**config.mk**
```make
export PLATFORM = sky130hd
export DESIGN_NAME = pipe_stage_reg
export DESIGN_NICKNAME = d
export VERILOG_FILES = /design/src/rtl/pipe_pkg.sv /design/src/rtl/pipe_slot.sv /design/src/rtl/pipe_stage_reg.sv
export SDC_FILE = /design/constraint.sdc
export NUM_CORES = 1
export LEC_CHECK = 0
export ABC_AREA = 1
export CAP_MARGIN = 5
export CORE_ASPECT_RATIO = 1.2
export CORE_MARGIN = 5
export CORE_UTILIZATION = 53
export CTS_CLUSTER_DIAMETER = 120
export DETAILED_ROUTE_END_ITERATION = 7
export PLACE_DENSITY = 0.89
export SYNTH_ARGS = -nofsm -noshare
export SYNTH_HDL_FRONTEND = slang
export SYNTH_SLANG_ARGS = --single-unit
```
**constraint.sdc**
```tcl
create_clock -name clk -period 4.4 [get_ports clk]
set_clock_uncertainty 0.1 [all_clocks]
set_input_delay 0.66 -clock clk [delete_from_list [all_inputs] [get_ports clk]]
set_output_delay 0.66 -clock clk [all_outputs]
set_load 0.01 [all_outputs]
```
**src/rtl/pipe_pkg.sv**
```systemverilog
// rtl/pipe_pkg.sv - shared widths, bubble encoding and control-field layout for stage registers
package pipe_pkg;

    localparam int DATA_W_DEF = 32;
    localparam int CTRL_W_DEF = 8;

    // Control value that performs no register or memory write.
    localparam logic [CTRL_W_DEF-1:0] BUBBLE_CTRL_DEF = '0;

    // Bit positions inside the packed control payload, common to every stage register.
    localparam int CTRL_REGWR_BIT    = 0;
    localparam int CTRL_MEMWR_BIT    = 1;
    localparam int CTRL_MEMTOREG_BIT = 2;
    localparam int CTRL_NPCOP_LSB    = 3;
    localparam int CTRL_NPCOP_W      = 3;

    typedef struct packed {
        logic [1:0]              spare;
        logic [CTRL_NPCOP_W-1:0] npcop;
        logic                    memtoreg;
        logic                    memwr;
        logic                    regwr;
    } ctrl_fields_t;

    // True when a control word causes any architectural write.
    function automatic logic ctrl_has_side_effect(input logic [CTRL_W_DEF-1:0] c);
        return c[CTRL_REGWR_BIT] | c[CTRL_MEMWR_BIT];
    endfunction

endpackage

```
**src/rtl/pipe_slot.sv**
```systemverilog
// rtl/pipe_slot.sv - one valid/data/ctrl entry with load, clear-to-bubble and hold
module pipe_slot
    import pipe_pkg::*;
#(
    parameter int                DATA_W      = DATA_W_DEF,
    parameter int                CTRL_W      = CTRL_W_DEF,
    parameter logic [CTRL_W-1:0] BUBBLE_CTRL = '0
) (
    input  logic              clk,
    input  logic              rst,
    input  logic              load_i,
    input  logic              clear_i,
    input  logic [DATA_W-1:0] data_i,
    input  logic [CTRL_W-1:0] ctrl_i,
    output logic              valid_o,
    output logic [DATA_W-1:0] data_o,
    output logic [CTRL_W-1:0] ctrl_o
);

    logic              valid_q, valid_d;
    logic [DATA_W-1:0] data_q,  data_d;
    logic [CTRL_W-1:0] ctrl_q,  ctrl_d;

    // Clear wins over load; a cleared entry keeps its data but drops to a bubble.
    always_comb begin
        valid_d = valid_q;
        data_d  = data_q;
        ctrl_d  = ctrl_q;
        if (clear_i) begin
            valid_d = 1'b0;
            ctrl_d  = BUBBLE_CTRL;
        end else if (load_i) begin
            valid_d = 1'b1;
            data_d  = data_i;
            ctrl_d  = ctrl_i;
        end
    end

    // Entry state register; reset zeroes data and parks ctrl on the bubble value.
    always_ff @(posedge clk) begin
        if (rst) begin
            valid_q <= 1'b0;
            data_q  <= '0;
            ctrl_q  <= BUBBLE_CTRL;
        end else begin
            valid_q <= valid_d;
            data_q  <= data_d;
            ctrl_q  <= ctrl_d;
        end
    end

    assign valid_o = valid_q;
    assign data_o  = data_q;
    assign ctrl_o  = ctrl_q;

endmodule

```
**src/rtl/pipe_stage_reg.sv**
```systemverilog
// rtl/pipe_stage_reg.sv - valid/ready pipeline stage register with optional skid entry and flush
module pipe_stage_reg
    import pipe_pkg::*;
#(
    parameter int                DATA_W      = DATA_W_DEF,
    parameter int                CTRL_W      = CTRL_W_DEF,
    parameter logic [CTRL_W-1:0] BUBBLE_CTRL = CTRL_W'(BUBBLE_CTRL_DEF),
    parameter bit                SKID_EN     = 1'b1
) (
    input  logic              clk,
    input  logic              rst,
    input  logic              in_valid,
    output logic              in_ready,
    input  logic [DATA_W-1:0] in_data,
    input  logic [CTRL_W-1:0] in_ctrl,
    input  logic              flush,
    output logic              out_valid,
    input  logic              out_ready,
    output logic [DATA_W-1:0] out_data,
    output logic [CTRL_W-1:0] out_ctrl,
    output logic [1:0]        occupancy
);

    logic              main_valid, skid_valid;
    logic [DATA_W-1:0] main_data,  skid_data;
    logic [CTRL_W-1:0] main_ctrl,  skid_ctrl;

    logic              main_load, main_clear, skid_load, skid_clear;
    logic [DATA_W-1:0] main_din;
    logic [CTRL_W-1:0] main_cin;
    logic              accept, issue;
    logic [1:0]        occ_q, occ_d;

    assign issue  = main_valid && out_ready;
    assign accept = in_valid && in_ready;

    // in_ready: with a skid entry it depends only on registered state (plus flush),
    // which breaks the combinational ready path back to the upstream stage.
    generate
        if (SKID_EN) begin : g_ready_skid
            assign in_ready = !skid_valid && !flush;
        end else begin : g_ready_single
            assign in_ready = (!main_valid || out_ready) && !flush;
        end
    endgenerate

    // Steering: skid drains into main first, otherwise new input fills main or skid.
    always_comb begin
        main_load  = 1'b0;
        main_clear = 1'b0;
        skid_load  = 1'b0;
        skid_clear = 1'b0;
        main_din   = in_data;
        main_cin   = in_ctrl;
        if (flush) begin
            main_clear = 1'b1;
            skid_clear = 1'b1;
        end else begin
            if (issue && skid_valid) begin
                main_load  = 1'b1;
                main_din   = skid_data;
                main_cin   = skid_ctrl;
                skid_clear = 1'b1;
            end else if (accept && (!main_valid || issue)) begin
                main_load = 1'b1;
            end else if (issue) begin
                main_clear = 1'b1;
            end
            if (accept && main_valid && !issue) begin
                skid_load = 1'b1;
            end
        end
    end

    pipe_slot #(
        .DATA_W     (DATA_W),
        .CTRL_W     (CTRL_W),
        .BUBBLE_CTRL(BUBBLE_CTRL)
    ) u_main (
        .clk    (clk),
        .rst    (rst),
        .load_i (main_load),
        .clear_i(main_clear),
        .data_i (main_din),
        .ctrl_i (main_cin),
        .valid_o(main_valid),
        .data_o (main_data),
        .ctrl_o (main_ctrl)
    );

    generate
        if (SKID_EN) begin : g_skid
            pipe_slot #(
                .DATA_W     (DATA_W),
                .CTRL_W     (CTRL_W),
                .BUBBLE_CTRL(BUBBLE_CTRL)
            ) u_skid (
                .clk    (clk),
                .rst    (rst),
                .load_i (skid_load),
                .clear_i(skid_clear),
                .data_i (in_data),
                .ctrl_i (in_ctrl),
                .valid_o(skid_valid),
                .data_o (skid_data),
                .ctrl_o (skid_ctrl)
            );
        end else begin : g_no_skid
            assign skid_valid = 1'b0;
            assign skid_data  = '0;
            assign skid_ctrl  = BUBBLE_CTRL;
        end
    endgenerate

    // Live-entry count: +1 on accept, -1 on issue, zeroed by flush.
    always_comb begin
        occ_d = occ_q;
        if (flush) begin
            occ_d = 2'd0;
        end else if (accept && !issue) begin
            occ_d = occ_q + 2'd1;
        end else if (issue && !accept) begin
            occ_d = occ_q - 2'd1;
        end
    end

    // Occupancy register.
    always_ff @(posedge clk) begin
        if (rst) begin
            occ_q <= 2'd0;
        end else begin
            occ_q <= occ_d;
        end
    end

    assign out_valid = main_valid;
    assign out_data  = main_data;
    assign out_ctrl  = main_ctrl;
    assign occupancy = occ_q;

endmodule

```
==> summary.md <==
| Metric | Value |
|---|---|
| Mapped Cells | a little under 600 |
| Worst reg-to-reg path cell count | 8 |
| Compound-cell area share of the yosys netlist | ~6.0% |
| Post-synthesis share of cell area spent on xor and xnor gates | 0% |
| Run status | finished, final reports clean |
| CTS tree | done |
| Worst Path Required | between 4000 and 5000 ps |
| Clock insertion delay at the later pin of the skew report | roughly 350 ps |
| Width of the die | about 87 µm |
| Cell Pwr Density | approximately 320 nW/µm² |
| Router iterations before antenna repair | 6 |
| Slew HR | a little under a quarter |
| Endpoint of the worst register-to-register path | u_main.data_o[14] |
| Final core utilization | a little over 70% |
| Die Span Y | 102 µm |
| Wire length of the first global-routing pass | between 15000 and 20000 µm |
| Post-synthesis share of cell area spent on and, or, nand and nor gates | between 30% and 40% |
| Congestion Overflow GR | 0 |
| Number of design rule violations left after detail routing | 0 |
| Final routed wirelength across all metal layers | roughly 9000 µm |
| Clock-pin slew reported for the worst setup and hold paths after clock tree synthesis | ~80 ps |
| Resized cells post-CTS | 0 |
| Dominant combinational cell family by area after synthesis | simple AND/OR/NAND/NOR gates |
| Placeable core area | around 7000 µm² |
| Critical R2R Launch | u_main.valid_o |
| FP Rows | 33 |
| Crit. End Element | flop |
| Worst Hold Margin | around 370 ps |
| Highest cell delay on the worst timing path | 700 ps |
| Die Outline Area | between 8000 and 9000 µm² |
| Vias per cell | between 5 and 6 |
| Total clock sinks | 84 |
| Setup Fix Bufs, Post-CTS | 0 |
| Largest area contributor in the synthesized netlist | sky130_fd_sc_hd__dfxtp_1 |
| Minimum clock period after layout | between 2000 and 3000 ps |
| Number of design-rule violations left by the first detailed-router iteration | about 170 |
| Worst setup path class | in -> reg |
| Initial core utilization | 54.8% |
| Routability cong. | ~0.76 |
| HP Class | reg -> reg |
| Leading cell type in the layout, fill and taps excluded | sky130_fd_sc_hd__nand2_1 |
| Source of the worst hold timing path | g_skid.u_skid.ctrl_o[4] |
| Average cell area after synthesis | between 6 and 7 µm² |
| Final total negative setup slack | 0 ps |
| CP cell instances | clkdlybuf4s50_1 -> inv_2 -> nand2_1 -> buf_4 -> nand2_1 -> nand2_1 -> nor2_1 -> nor2_1 |
| #FFs+latches synth | 84 |
| Portion of netlist area occupied by mux cells | 0% |
| Final setup slack of the worst path | 1430 ps |
| Share of layout cells above drive strength 1 | 3.89% |
| Routed length on met2 | ~4600 µm |
| Adder-Cell Fraction of Synth Area | 0.333% |
| Root cell of the clock tree | sky130_fd_sc_hd__clkbuf_8 |
| Library cell appearing most often on the critical path | sky130_fd_sc_hd__nand2_1 |
| DP Cell Count | 740 |
| Hold Path Stages | 2 |
| Most frequent cells in the layout | sky130_fd_sc_hd__nand2_1 (183), sky130_fd_sc_hd__nor2_1 (148), sky130_fd_sc_hd__clkdlybuf4s50_1 (88) |
| Dominant cells by area after synthesis | sky130_fd_sc_hd__dfxtp_1 (45%), sky130_fd_sc_hd__nand2_1 (18%), sky130_fd_sc_hd__nor2_1 (15%), sky130_fd_sc_hd__nand3_1 (5.5%), sky130_fd_sc_hd__inv_1 (4.7%) |
| Vias in the first global route | approximately 3700 |
| IR drop worst, VDD | 0.000213 V |
| Length of routed met3 wiring | 601 µm |
| Endpoint, Worst Hold | g_skid.u_skid.ctrl_o[4] |
| Count of distinct cell types in the synthesized netlist | 19 |
| Layout overhead on the synthesized area | 29.5% |
| Boundary pin count | approximately 90 |
| Hold_buf cts | 0 |
| Netlist area before placement | between 3000 and 4000 µm² |
| Wire length per cell | approximately 12 µm |
| Share of synthesized area occupied by flip-flops and latches | 44.8% |
| Number of nets at the end of the flow | about 710 |
| Detail Route Antenna Nets | 0 |
| Worst Tran Pin Value | between 1000 and 1500 ps |
| Hold Fails Final Rpt | 0 |
| Unrepaired setup endpoints after global routing | no |
| DPL Wire Length | 6070 µm |
| Port bufs | a little under 90 |
| H-tree level count | 3 |
| Standby leakage power | ~0.0024 µW |
| Final setup fails | 0 |
| Total via count in the routed design | 3781 |
| GRT Util Overall | around 22% |
| Setup slack after placement | 1080 ps |
| Post-Synthesis Net Count | between 600 and 700 |
| Fmax | 0.337 GHz |
| Number of warnings reported in the yosys synthesis log | 0 |
| Data arrival time at the worst-slack endpoint | roughly 3100 ps |
| Cell with the biggest individual delay on the critical path | sky130_fd_sc_hd__nand2_1 |
| Number of antenna violations at the first check in global routing | 0 |
| # Max-Cap Violations | 0 |
| Highest routing layer actually used | met4 |
| Antenna Diode Count | 0 |
| Part of the cycle the worst path needs | ~67% |
| Sort of element at the start of the critical path | primary input |
| Minimum setup slack among reg-to-reg paths | between 1500 and 2000 ps |
| Number of non-filler instances in the completed layout | 756 |
| Worst Path Max Fanout | between 40 and 50 |
| Fraction of synthesized cell area taken by the top area cell type | between 40 and 50% |
| Number of buffers added by the clock tree synthesis step | 9 |
| Total routed wire length on the met1 layer | 3820 µm |
| Clk buf depth | 2 |
| Maximum number of pins on one net before global-route repair | 47 |
| Total count of max-transition violations in the final report | 0 |
==> cells in the mapped netlist <==
cell / number
sky130_fd_sc_hd__nand2_1: 183
sky130_fd_sc_hd__nor2_1: 148
sky130_fd_sc_hd__dfxtp_1: 84
sky130_fd_sc_hd__inv_1: 47
sky130_fd_sc_hd__nand3_1: 41
sky130_fd_sc_hd__o21ai_0: 33
sky130_fd_sc_hd__buf_2: 17
sky130_fd_sc_hd__clkbuf_1: 17
sky130_fd_sc_hd__a21oi_1: 11
sky130_fd_sc_hd__inv_2: 3
sky130_fd_sc_hd__nor2_2: 2
sky130_fd_sc_hd__and2_1: 1
sky130_fd_sc_hd__clkinv_1: 1
sky130_fd_sc_hd__ha_1: 1
sky130_fd_sc_hd__nand2_2: 1
sky130_fd_sc_hd__nand4_1: 1
sky130_fd_sc_hd__nor2_4: 1
sky130_fd_sc_hd__nor3_1: 1
sky130_fd_sc_hd__o21ai_1: 1
==> worst max-delay path by stage <==
stage	start	end	slack (ps)	cells past startpoint
floorplan	flush	occupancy[1]	2590	7
global placement	flush	u_main.data_o[27]	1140	8
detailed placement	flush	u_main.data_o[26]	1080	8
CTS	flush	u_main.data_o[26]	1440	8
global route	flush	u_main.data_o[12]	1190	8
finish	flush	u_main.data_o[14]	1430	8
==> layer usage <==
layer	global-route usage [%]	up-vias
met3	4.84	14
met2	38.5	135
met4	8.15	0
met5	0	-
li1	-	1937
met1	25.4	1695
==> registers in the layout (all words and copies together), names as in the netlist <==
| name | count |
|---|---|
| g_skid.u_skid.data_o | 32 |
| u_main.data_o | 32 |
| g_skid.u_skid.ctrl_o | 8 |
| u_main.ctrl_o | 8 |
| occupancy | 2 |
| g_skid.u_skid.valid_o | 1 |
| u_main.valid_o | 1 |
==> cells by family (layout without fill, tap and decap cells) <==
logic type,count (synthesis),after routing
AND/OR/NAND/NOR,379,379
flip-flops,84,84
AO/OA/AOI/OAI,45,45
adder cells (fa/ha/maj),1,1
buffers and inverters,85,160
==> cell type report <==
| cell class | count | area, µm² |
|---|---|---|
| clock buffers | 14 | 173 |
| clock inverters | 1 | 30.0 |
| fillers | 582 | 1990 |
| inverters | 51 | 191 |
| multi-input cells | 425 | 1730 |
| flip-flops and latches | 84 | 1680 |
| well taps | 87 | 109 |
| repair buffers | 94 | 946 |
==> through the flow <==
step | power, µW | cell area, µm²
2_1_floorplan | 891 | 3750
3_3_place_gp | 986 | 4630
3_5_place_dp | 989 | 4630
4_1_cts | 1550 | 4840
5_1_grt | 1600 | 4860
6_report | 1540 | 4860
==> critical path, delay by kind of cell <==
kind,cells,cell delay (ps)
simple gates,5,980
buf+inv,3,1440
==> where the power goes <==
part | internal [µW] | switching [µW] | leakage [µW]
clock network | 307 | 257 | 0.000103
registers | 780 | 10.1 | 0.000681
logic | 92.3 | 90.0 | 0.00157
No activity file was read; power rests on OpenSTA's default activity.
